**src/rtl/xtal_osc_32k_ctrl.sv**
```systemverilog
// Start-up controller and edge-rate clock monitor for the 32.768 kHz crystal oscillator.
// Sequences ena/boost, synchronizes dout and qualifies its edge rate over fixed windows.
module xtal_osc_32k_ctrl #(
    parameter int WIN_CYCLES      = 100000,
    parameter int MIN_EDGES       = 300,
    parameter int MAX_EDGES       = 356,
    parameter int BOOST_CYCLES    = 50000,
    parameter int STABLE_WINDOWS  = 4,
    parameter int TIMEOUT_WINDOWS = 64
) (
    input  logic        clk,
    input  logic        rst_n,
    input  logic        en,
    input  logic        dout,
    output logic        osc_ena,
    output logic        osc_boost,
    output logic        ready,
    output logic        fail,
    output logic [15:0] edge_count,
    output logic        count_valid,
    output logic        clk32_rise
);

    typedef enum logic [2:0] {
        ST_IDLE   = 3'd0,
        ST_BOOST  = 3'd1,
        ST_SETTLE = 3'd2,
        ST_RUN    = 3'd3,
        ST_FAIL   = 3'd4
    } state_t;

    localparam logic [23:0] WIN_LAST   = 24'(WIN_CYCLES - 1);
    localparam logic [23:0] BOOST_LAST = 24'(BOOST_CYCLES - 1);
    localparam logic [15:0] MIN_CNT    = 16'(MIN_EDGES);
    localparam logic [15:0] MAX_CNT    = 16'(MAX_EDGES);
    localparam logic [3:0]  GOOD_REQ   = 4'(STABLE_WINDOWS);
    localparam logic [7:0]  NWIN_MAX   = 8'(TIMEOUT_WINDOWS);

    state_t      state_r, state_s;
    logic        s1_r, s2_r, s3_r;
    logic        rise_s;
    logic [23:0] win_r, win_s;
    logic [23:0] bcnt_r, bcnt_s;
    logic [15:0] ecnt_r, ecnt_s, total_s;
    logic [3:0]  good_r, good_s, good_inc_s;
    logic [7:0]  nwin_r, nwin_s, nwin_inc_s;
    logic        in_range_s, win_end_s;
    logic [15:0] edge_count_r, edge_count_s;
    logic        count_valid_r, count_valid_s;
    logic        clk32_rise_r;
    logic        osc_ena_r, osc_boost_r, ready_r, fail_r;

    function automatic logic [15:0] sat_inc16(input logic [15:0] v, input logic inc);
        if (inc && (v != 16'hFFFF)) begin
            return v + 16'd1;
        end else begin
            return v;
        end
    endfunction

    // Next-state, window bookkeeping and edge-count capture.
    always_comb begin
        state_s       = state_r;
        win_s         = win_r;
        bcnt_s        = bcnt_r;
        ecnt_s        = ecnt_r;
        good_s        = good_r;
        nwin_s        = nwin_r;
        edge_count_s  = edge_count_r;
        count_valid_s = 1'b0;
        rise_s        = s2_r & ~s3_r;
        total_s       = sat_inc16(ecnt_r, rise_s);
        win_end_s     = (win_r == WIN_LAST);
        in_range_s    = (total_s >= MIN_CNT) && (total_s <= MAX_CNT);
        good_inc_s    = in_range_s ? (good_r + 4'd1) : 4'd0;
        nwin_inc_s    = nwin_r + 8'd1;

        if (!en) begin
            // Dropping the request aborts everything, even a window end in this cycle.
            state_s = ST_IDLE;
            win_s   = 24'd0;
            bcnt_s  = 24'd0;
            ecnt_s  = 16'd0;
            good_s  = 4'd0;
            nwin_s  = 8'd0;
        end else begin
            case (state_r)
                ST_IDLE: begin
                    win_s   = 24'd0;
                    bcnt_s  = 24'd0;
                    ecnt_s  = 16'd0;
                    good_s  = 4'd0;
                    nwin_s  = 8'd0;
                    state_s = ST_BOOST;
                end
                ST_BOOST: begin
                    if (bcnt_r == BOOST_LAST) begin
                        state_s = ST_SETTLE;
                        bcnt_s  = 24'd0;
                        win_s   = 24'd0;
                        ecnt_s  = 16'd0;
                    end else begin
                        bcnt_s  = bcnt_r + 24'd1;
                    end
                end
                ST_SETTLE, ST_RUN: begin
                    if (win_end_s) begin
                        win_s         = 24'd0;
                        ecnt_s        = 16'd0;
                        edge_count_s  = total_s;
                        count_valid_s = 1'b1;
                        if (state_r == ST_SETTLE) begin
                            good_s = good_inc_s;
                            nwin_s = nwin_inc_s;
                            // Reaching stability wins over a simultaneous timeout.
                            if (good_inc_s == GOOD_REQ) begin
                                state_s = ST_RUN;
                            end else if (nwin_inc_s == NWIN_MAX) begin
                                state_s = ST_FAIL;
                            end else begin
                                state_s = ST_SETTLE;
                            end
                        end else if (!in_range_s) begin
                            state_s = ST_FAIL;
                        end else begin
                            state_s = ST_RUN;
                        end
                    end else begin
                        win_s  = win_r + 24'd1;
                        ecnt_s = total_s;
                    end
                end
                ST_FAIL: begin
                    state_s = ST_FAIL;
                end
                default: begin
                    state_s = ST_IDLE;
                    win_s   = 24'd0;
                    bcnt_s  = 24'd0;
                    ecnt_s  = 16'd0;
                    good_s  = 4'd0;
                    nwin_s  = 8'd0;
                end
            endcase
        end
    end

    // Synchronizer, state, counters and registered outputs.
    always_ff @(posedge clk) begin
        if (!rst_n) begin
            s1_r          <= 1'b0;
            s2_r          <= 1'b0;
            s3_r          <= 1'b0;
            clk32_rise_r  <= 1'b0;
            state_r       <= ST_IDLE;
            win_r         <= 24'd0;
            bcnt_r        <= 24'd0;
            ecnt_r        <= 16'd0;
            good_r        <= 4'd0;
            nwin_r        <= 8'd0;
            edge_count_r  <= 16'd0;
            count_valid_r <= 1'b0;
            osc_ena_r     <= 1'b0;
            osc_boost_r   <= 1'b0;
            ready_r       <= 1'b0;
            fail_r        <= 1'b0;
        end else begin
            s1_r          <= dout;
            s2_r          <= s1_r;
            s3_r          <= s2_r;
            clk32_rise_r  <= rise_s;
            state_r       <= state_s;
            win_r         <= win_s;
            bcnt_r        <= bcnt_s;
            ecnt_r        <= ecnt_s;
            good_r        <= good_s;
            nwin_r        <= nwin_s;
            edge_count_r  <= edge_count_s;
            count_valid_r <= count_valid_s;
            // Outputs decode the next state so they change on the same edge as the state.
            osc_ena_r     <= (state_s == ST_BOOST) || (state_s == ST_SETTLE) || (state_s == ST_RUN);
            osc_boost_r   <= (state_s == ST_BOOST);
            ready_r       <= (state_s == ST_RUN);
            fail_r        <= (state_s == ST_FAIL);
        end
    end

    assign osc_ena     = osc_ena_r;
    assign osc_boost   = osc_boost_r;
    assign ready       = ready_r;
    assign fail        = fail_r;
    assign edge_count  = edge_count_r;
    assign count_valid = count_valid_r;
    assign clk32_rise  = clk32_rise_r;

endmodule

```
**config.mk**
```make
export PLATFORM = sky130hd
export DESIGN_NAME = xtal_osc_32k_ctrl
export DESIGN_NICKNAME = d
export VERILOG_FILES = /design/src/rtl/xtal_osc_32k_ctrl.sv
export SDC_FILE = /design/constraint.sdc
export NUM_CORES = 1
export LEC_CHECK = 0
export BUFFER_PORTS_ARGS = -buffer_cell sky130_fd_sc_hd__buf_2
export CAP_MARGIN = 20
export CORE_MARGIN = 5
export CORE_UTILIZATION = 62
export CTS_CLUSTER_DIAMETER = 50
export CTS_CLUSTER_SIZE = 28
export DETAILED_ROUTE_END_ITERATION = 6
export PLACE_DENSITY = 0.86
export SLEW_MARGIN = 20
export SYNTH_ARGS = -nofsm -noshare
export SYNTH_HDL_FRONTEND = slang
export SYNTH_SLANG_ARGS = --single-unit
```
**constraint.sdc**
```tcl
create_clock -name clk -period 2.8 [get_ports clk]
set_input_delay 0.56 -clock clk [delete_from_list [all_inputs] [get_ports clk]]
set_output_delay 0.56 -clock clk [all_outputs]
set_load 0.005 [all_outputs]
```
## Yosys cells after proc, flatten, opt, wreduce, memory -nomap -nowiden

Cells that the tools add are included.

| storage, ports and cells | value |
|---|---|
| register bits | 104 |
| input port bits | 4 |
| word-level logic and storage cells | 81 |

| operators by class | value |
|---|---|
| add/sub/neg operators | 5 |
| order comparisons | 2 |
| eq/ne operators | 16 |
| multiplexer cells | 25 |
| bitwise gates (word level) | 4 |
| reductions and logical operators | 13 |

Operators by type and width:

| kind | count |
|---|---|
| 24-bit 2-to-1 mux | 3 |
| 24-bit case mux with 3 select lines | 1 |
| 24-bit by 1-bit adder with 24-bit output (second input constant) | 2 |
| 16-bit 2-to-1 mux | 3 |
| 16-bit case mux with 3 select lines | 1 |
| 24-bit case mux with 2 select lines | 1 |
| 24-bit by 16-bit == test with 1-bit output (second input constant) | 1 |
| 24-bit by 17-bit == test with 1-bit output (second input constant) | 1 |
| 3-bit 2-to-1 mux | 7 |
| 16-bit by 1-bit adder with 16-bit output (second input constant) | 1 |
| 16-bit by 9-bit >= comparator with 1-bit output (second input constant) | 1 |
| 16-bit by 9-bit <= comparator with 1-bit output (second input constant) | 1 |
| 8-bit 2-to-1 mux | 2 |
| 16-bit != test (second input constant) | 1 |
| 8-bit case mux with 2 select lines | 1 |
| 3-bit by 2-bit == test with 1-bit output (second input constant) | 4 |
| 4-bit 2-to-1 mux | 3 |
| 3-bit case mux with 4 select lines | 1 |
| 3-bit AND reduction | 3 |
| 8-bit by 1-bit adder with 8-bit output (second input constant) | 1 |
| 8-bit by 7-bit == test with 1-bit output (second input constant) | 1 |
| 4-bit case mux with 2 select lines | 1 |
| 3-bit by 1-bit == test with 1-bit output (second input constant) | 2 |
| 3-bit == test (second input constant) | 2 |
| 12 further kinds | 20 |

## Logic depth before layout (Yosys ltp)

Gate-level depths: netlist of run 1.

| logic depth | value |
|---|---|
| depth in word-level cells | 16 |
| mapped depth | 10 |
| mapped depth without buffers | 8 |

## Least setup slack after synthesis of run 1

No wires, ideal clock.

| timing | value |
|---|---|
| path type | reg-to-reg |
| from | register bcnt_r[19] |
| to | register win_r[17] |
| arrival time | 2428 ps |
| required time | 2682 ps |
| slack | 255 ps |
| stages on the path, launching flop included | 10 |
| path buffers | 2 |
| period minus slack after synthesis | 2545 ps |
| path through | dfxtp_1 > buf_6 > or4_1 > or4_4 > o211ai_4 > a21oi_4 > buf_6 > nor4_1 > xnor2_1 > nor2_2 |

| between the ends | value |
|---|---|
| longest elaborated chain between the ends | 3 |

RTL lines:

| item | line | source |
|---|---|---|
| start: declaration | 43 | `logic [23:0] bcnt_r, bcnt_s;` |
| start signal: assignment | 174 | `bcnt_r <= bcnt_s;` |
| 24-bit by 16-bit == test with 1-bit output | 97 | `if (bcnt_r == BOOST_LAST) begin` |
| 2-bit != test (no line) | -- |  |
| 2-bit AND reduction (no line) | -- |  |
| end signal: assignment | 173 | `win_r <= win_s;` |
| end: declaration | 42 | `logic [23:0] win_r, win_s;` |

No other way between the ends.
A chain may end at the register's enable or synchronous reset.

## Worst setup path in the final report of run 1

| timing | value |
|---|---|
| from | register ecnt_r[1] |
| to | register fail_r (netlist: fail) |

| between the ends | value |
|---|---|
| longest elaborated chain between the ends | 13 |

RTL lines:

| item | line | source |
|---|---|---|
| start: declaration | 44 | `logic [15:0] ecnt_r, ecnt_s, total_s;` |
| start signal: assignment | 175 | `ecnt_r <= ecnt_s;` |
| parallel branches: the longest is 2 deep, another holds 16-bit by 1-bit adder with 16-bit output | -- |  |
| 16-bit 2-to-1 mux * | 54 | `if (inc && (v != 16'hFFFF)) begin` |
| 16-bit by 9-bit >= comparator with 1-bit output or 16-bit by 9-bit <= comparator with 1-bit output (tied branches) | 74 | `in_range_s = (total_s >= MIN_CNT) && (total_s <= MAX_CNT);` |
| 1-bit logical AND * | 74 |  |
| 4-bit 2-to-1 mux | 75 | `good_inc_s = in_range_s ? (good_r + 4'd1) : 4'd0;` |
| 4-bit by 3-bit == test with 1-bit output | 116 | `if (good_inc_s == GOOD_REQ) begin` |
| 3-bit 2-to-1 mux | 116 |  |
| 3-bit 2-to-1 mux * | 112 | `if (state_r == ST_SETTLE) begin` |
| 3-bit 2-to-1 mux * | 107 | `if (win_end_s) begin` |
| 3-bit case mux with 4 select lines * | 87 | `case (state_r)` |
| 3-bit 2-to-1 mux * | 78 | `if (!en) begin` |
| 3-bit == test * | 184 | `fail_r <= (state_s == ST_FAIL);` |
| end signal: assignment | 184 |  |
| end: declaration | 51 | `logic osc_ena_r, osc_boost_r, ready_r, fail_r;` |

Mark *: on every way between the ends.

==> results of run 1 <==
cells in the final DEF (no fill, tap or decap), types with 5 or more instances in the layout:
cell      instances
a22oi_1           7
buf_2            25
nand4_1          19
inv_1            10
nor3b_1           8
buf_4            39
nor2_1           77
a21oi_1          33
nand2_1          59
a31oi_1           5
nor3_1           29
or4_1             6
nor4_1           18
xnor2_1          27
and2_1           10
o211a_1           8
or3_1             9
ha_1              5
nand3b_1          7
clkbuf_8         10
mux2i_1           5
nand3_1          37
nor2b_1           8
xor2_1           14
and3_1           14
dfxtp_1         103
o21a_1            5
o21ai_0          32
routing by layer:
metal	vias up	global-route usage
met2	246	0.4199
met5	-	0
met4	0	0.1045
li1	2558	-
met1	2566	0.3242
met3	58	0.04531
metrics by stage:
step	power (mW)	instance area (µm²)	setup TNS [ns]
after global placement	1.591	5879	0
after floorplan	1.572	5510	0
final	2.507	6152	0
after CTS	2.509	6076	0
after detailed placement	1.592	5879	0
after global routing	2.591	6152	-0.02907
state kept, by name, summed over array words and instances (netlist names), 3 cells and up:
name / flops
good_r: 4
bcnt_r: 24
nwin_r: 8
win_r: 24
edge_count: 16
ecnt_r: 16
state_r: 3
what timing repair did:
| item | in CTS | in global routing |
|---|---|---|
| gates resized for setup | 0 | 11 |
| setup endpoints to repair | 0 | 15 |
| buffers inserted | 0 | 3 |
area by class of cell:
cell class                 count  area [µm²]
clock buffer                  10       137.6
fill                         677        2526
timing repair buffer          64       417.9
inverter                      10       37.54
multi-input combinational    528        3282
sequential                   104        2083
clock inverter                 6       58.81
tap                          108       135.1
power by group through the flow:
stage / Clock, mW / Combinational, mW / Sequential, mW
floorplan: 0 / 0.0513 / 1.52
finish: 0.943 / 0.0741 / 1.49
detailed placement: 0 / 0.0690 / 1.52
global placement: 0 / 0.0674 / 1.52
global route: 1.02 / 0.0805 / 1.49
CTS: 0.950 / 0.0698 / 1.49
critical path, stage by stage (launching register included):
cell	delay [ns]
dfxtp_2	0.37
ha_2	0.22
nand3_1	0.12
buf_4	0.14
nor4_4	0.04
buf_4	0.16
buf_4	0.15
or4_1	0.58
o211ai_1	0.18
nor2_1	0.15
a311oi_2	0.37
o21a_1	0.17
cell families (layout without fill, tap and decap cells):
logic type,count (synthesis),count (layout),share of synthesized area
mux,6,6,0.01113
simple gates,334,334,0.3213
buf+inv,46,90,0.03610
fa+ha+maj,6,6,0.01362
flops,104,104,0.3778
compound gates,140,141,0.1748
xor+xnor,41,41,0.06517
path summary, 6_finish.rpt:
| check | start | to | slack, ns | cells after the start |
|---|---|---|---|---|
| max | ecnt_r[1] | fail | 0.11 | 11 |
| min reg2reg | s1_r | s2_r | 0.45 | 1 |
| max reg2reg | ecnt_r[1] | fail | 0.11 | 11 |
| min | dout | s1_r | 0.38 | 2 |
==> results.toml, run 1 <==
[status]
status = "finished, final reports clean"

[route]
drtPass1Iterations = 6
wl_met1_um = 5963
drc_errors = 0
dr.max_layer_used = "met4"
drt-total-wl_um = 14460
wl_met2_um = 6986
vias = 5428
wl_met3_um = 1060
drt_iter0_drc = 461
antenna_left = 0
vias_per_cell = 6.540
post_drt_wl_per_cell_um = 17.42

[logic_synthesis]
ys.flop_type = "dfxtp_1"
ys_top_cells_by_area = "dfxtp_1 38%, nor2_1 5.2%, xnor2_1 4.3%, nand2_1 4.0%, nand3_1 3.4%"
yosysWarnings = 0
postSynthAreaPerCell_um2 = 8.139
syn_area_mm2 = 0.005510
ys_ff_latch = 104
synthesis.nets = 687
synth_edf_count = 0
synthCells = 677
synth_top_area_share = 0.3778
seq_area_frac_synth = 0.3778
async_reset_ff_frac = 0
synthTopCellsByCount = "104 x dfxtp_1, 77 x nor2_1, 59 x nand2_1"
synth.distinct_cells = 66
synth.most_common_cell = "dfxtp_1"
yosys.area.top_type = "dfxtp_1"

[hold_path]
hold_class = "primary input to flip-flop"

[timing]
min_period_ns = 2.691
slew_viol_final = 0
hold_ws_ns = 0.3794
setup_ws_ns = 0.1085
worst_slew_pin_slew_ns = 0.8220
finalHoldViolCount = 0
slew_headroom = 0.4469
fin_skew_ns = 0.01022
min_period_over_period = 0.9612
setup_viol = 0
fmax_mhz = 371.5

[worst_setup_path]
end_kind = "flip-flop"
cp.required_ns = 3.13
cp.arrival_ns = 3.02
cp_max_fo = 7
critPathLaunchType = "flip-flop"
worstSetupPathType = "flip-flop to flip-flop"

[pwr]
power.density_mw_per_mm2 = 407.6
power.share.switching = 0.2519
internal-power_mw = 1.876
pwr-share-comb = 0.030
leakage_nw = 2.250
seqPwrFrac = 0.594
vdd_drop_max_v = 0.0003728
pwr-share-clk = 0.376
p_sw_uw = 631.7

[floorplan]
core_area_mm2 = 0.008678
num_io_pins = 26
dieArea_mm2 = 0.01087
rows = 34
die_h_um = 104.3
initial_core_util = 0.6349
die_w_um = 104.3

[clocking]
cts_root_buf = "clkbuf_8"
cts_max_level = 3
numCtsBuffers = 9
clock_path_buffers = 2
cts.sink_count = 104
insertion_delay_ns = 0.38
postCtsHoldBufs = 0
cts_tree = "yes"
clk_pin_slew_ns = 0.11

[grt]
grt_pass1_vias = 4914
grt_pass1_wl_um = 23390
grt_max_degree = 27
antenna_found_initial = 0
grtUsageTotal = 0.2536
grt_overflow = 0

[place]
portBuffers = 25
place_hpwl_um = 10160
placedCellCount = 810
gp_congestion = 0.9769
pre_cts_ws_ns = 0.08008

[final_layout]
syn_to_final_growth_pct = 11.65
finish.net_count = 727
finalNonFillerCells = 830
drive_above_1_share = 0.1510
num_antenna_cells = 0
fin_util = 0.7089

[job]
drv_cap = 0
(Power assumes the default switching activity.)
==> inputs of run 2 (changes only) <==
--- a/config.mk
+++ b/config.mk
@@ -8,11 +8,11 @@
 export BUFFER_PORTS_ARGS = -buffer_cell sky130_fd_sc_hd__buf_2
 export CAP_MARGIN = 20
 export CORE_MARGIN = 5
-export CORE_UTILIZATION = 62
+export CORE_UTILIZATION = 56
 export CTS_CLUSTER_DIAMETER = 50
 export CTS_CLUSTER_SIZE = 28
 export DETAILED_ROUTE_END_ITERATION = 6
-export PLACE_DENSITY = 0.86
+export PLACE_DENSITY = 0.83
 export SLEW_MARGIN = 20
 export SYNTH_ARGS = -nofsm -noshare
 export SYNTH_HDL_FRONTEND = slang
==> constraint.sdc (replaced) <==
create_clock -name clk -period 2.3 [get_ports clk]
set_input_delay 0.46 -clock clk [delete_from_list [all_inputs] [get_ports clk]]
set_output_delay 0.46 -clock clk [all_outputs]
set_load 0.005 [all_outputs]
==> run 2 against run 1 <==
  * The flow now finishes with violations (negative setup slack)
  * Cell count grew 13%
  * Via count grew 8.4%
  * Sequential power rose by 21%
  * Power grew 31%
  * Count of clock-buffer cells in the layout is 1 lower
  * Core utilization rose by 4.3 points
  * Clock power is 41% higher
  * Critical path type unchanged
  * Largest power group unchanged
  * Highest routed layer is now met5
==> results.toml, run 2 (synthesis gave the netlist of run 1 again) <==
[timing]
finalHoldViolCount = 0
worst_slew_pin_slew_ns = 0.6863
fin_skew_ns = 0.01189
setup_viol = 74
slew_headroom = 0.5394
setup_ws_ns = -0.3338
min_period_over_period = 1.145
slew_viol_final = 0
fmax_mhz = 379.7
fin_tns_setup_ns = -12.90
grt_setup_unrepaired = "true"
min_period_ns = 2.634

[place]
portBuffers = 25
place_hpwl_um = 11440
gp_congestion = 0.9502

[worst_setup_path]
path_common_cell = "or4_4"
r2r_setup_slack_ns = -0.33
crit_start = "bcnt_r[12]"
timing.rr.end = "win_r[6]"
cp.required_ns = 2.59
end_kind = "flip-flop"
critPathLaunchType = "flip-flop"
r2r_start = "bcnt_r[12]"
cp_num_cells = 7
crit_family = "simple AND/OR/NAND/NOR gates"
critPathCapture = "win_r[6]"
cp_max_fo = 10
worstSetupPathType = "flip-flop to flip-flop"
slowest_stage = "or4_4"
slowest_delay_ns = 0.57
reg2reg_depth = 7
cp_num_buf_inv = 0
cp.arrival_ns = 2.93
cp_cell_sequence = "or4_4 -> or4_4 -> o211ai_4 -> a21oi_4 -> nor4b_1 -> xnor2_1 -> nor2_1"

[floorplan]
die_h_um = 109.2
die_w_um = 109.2
dieArea_mm2 = 0.01192
initial_core_util = 0.5690
num_io_pins = 26
rows = 36
core_area_mm2 = 0.009684

[job]
drv_cap = 0

[route]
vias_per_cell = 6.257
vias = 5882
post_drt_wl_per_cell_um = 18.12
drc_errors = 0
drt_iter0_drc = 596
antenna_left = 0
drtPass1Iterations = 7
drt-total-wl_um = 17030

[grt]
grt_pass1_wl_um = 26880
antenna_found_initial = 1
grtUsageTotal = 0.2850
grt_pass1_vias = 5607
grt_overflow = 0
grt_max_degree = 27

[final_layout]
num_antenna_cells = 0
layout_commonest_cell = "buf_4"
finish.net_count = 812
final_cell_mix = "110 x buf_4, 92 x dfxtp_1, 73 x nor2_1, 58 x nand2_1, 34 x nand3_1"
syn_to_final_growth_pct = 32.20
drive_above_1_share = 0.3073
reg_top3 = "bcnt_r x24, win_r x24"

[pwr]
power.density_mw_per_mm2 = 449.6
power.total_mw = 3.275
vdd_drop_max_v = 0.0004088
leakage_nw = 2.804

[clocking]
insertion_delay_ns = 0.40
cts_root_buf = "clkbuf_8"
clk_pin_slew_ns = 0.10
cts_max_level = 3
cts_tree = "yes"
numCtsBuffers = 9
cts.sink_count = 104
clock_path_buffers = 2

[hold_path]
hp-start = "dout"
hold_depth = 2
hold_class = "primary input to flip-flop"

[status]
violations = "negative setup slack"
status = "finished, violations left"
==> run 2: changes by cell type in the layout (fill, tap and decap cells not counted), moves of 6 or more <==
cell and change:
o21ai_0 -12, nor3_1 -7, buf_6 +13, dfxtp_1 -11
dfxtp_2 +11, buf_4 +71, nor4_4 +6, o21ai_1 +10
nor4_1 -10
==> run 2: layout make-up <==
type / count / area [µm²]
clock buffer: 9 / 123.9
clock inverter: 7 / 100.1
fill: 659 / 2400
inverter: 10 / 37.54
multi-input combinational: 527 / 3622
sequential: 104 / 2097
tap: 133 / 166.4
timing repair buffer: 150 / 1137
==> run 2: metrics by stage <==
stage,hold slack (ns),std cells,setup WS (ns),area [µm²],utilization
after floorplan,0.4119,677,-0.09614,5713,-
after global placement,0.4229,915,-0.1723,6713,0.6932
after detailed placement,0.4337,915,-0.2471,6713,0.6932
after CTS,0.2687,938,-0.2062,7092,0.7323
after global routing,0.2849,940,-0.3623,7284,0.7522
final,0.2679,940,-0.3338,7284,0.7522
==> run 2: worst register-to-register path: cells and delay by family (launching register included) <==
family	cells	cell delay, ns
and+or+nand+nor	4	1.65
xor gates and xnor gates	1	0.18
DFF	1	0.34
AOI/OAI and AO/OA	2	0.37
==> run 2: report_power, final <==
part           leakage [nW]  internal (mW)  switching [mW]  total, mW
clock network         0.115          0.627           0.702       1.33
logic                  1.84         0.0540          0.0811      0.135
registers             0.845           1.81         0.00441       1.81
total                  2.80           2.49           0.788       3.27
==> run 2: routing by layer <==
| layer | share of wire | GRT usage |
|---|---|---|
| met3 | 0.071 | 0.05388 |
| met1 | 0.39 | 0.3328 |
| met5 | 0.00088 | 0 |
| met2 | 0.49 | 0.4947 |
| met4 | 0.041 | 0.1478 |
==> run 2: worst min path at each step <==
stage	end	slack (ns)
floorplan	s2_r	0.41
global placement	s2_r	0.42
detailed placement	s2_r	0.43
CTS	s1_r	0.27
global route	s1_r	0.28
finish	s1_r	0.27
==> run 2: repair_timing <==
action                     CTS  global route
pin swaps                   14            16
setup endpoints to repair   72            87
gates cloned                 0             1
buffers inserted             7             2
gates resized for setup     28            52
hold buffers                 0             0
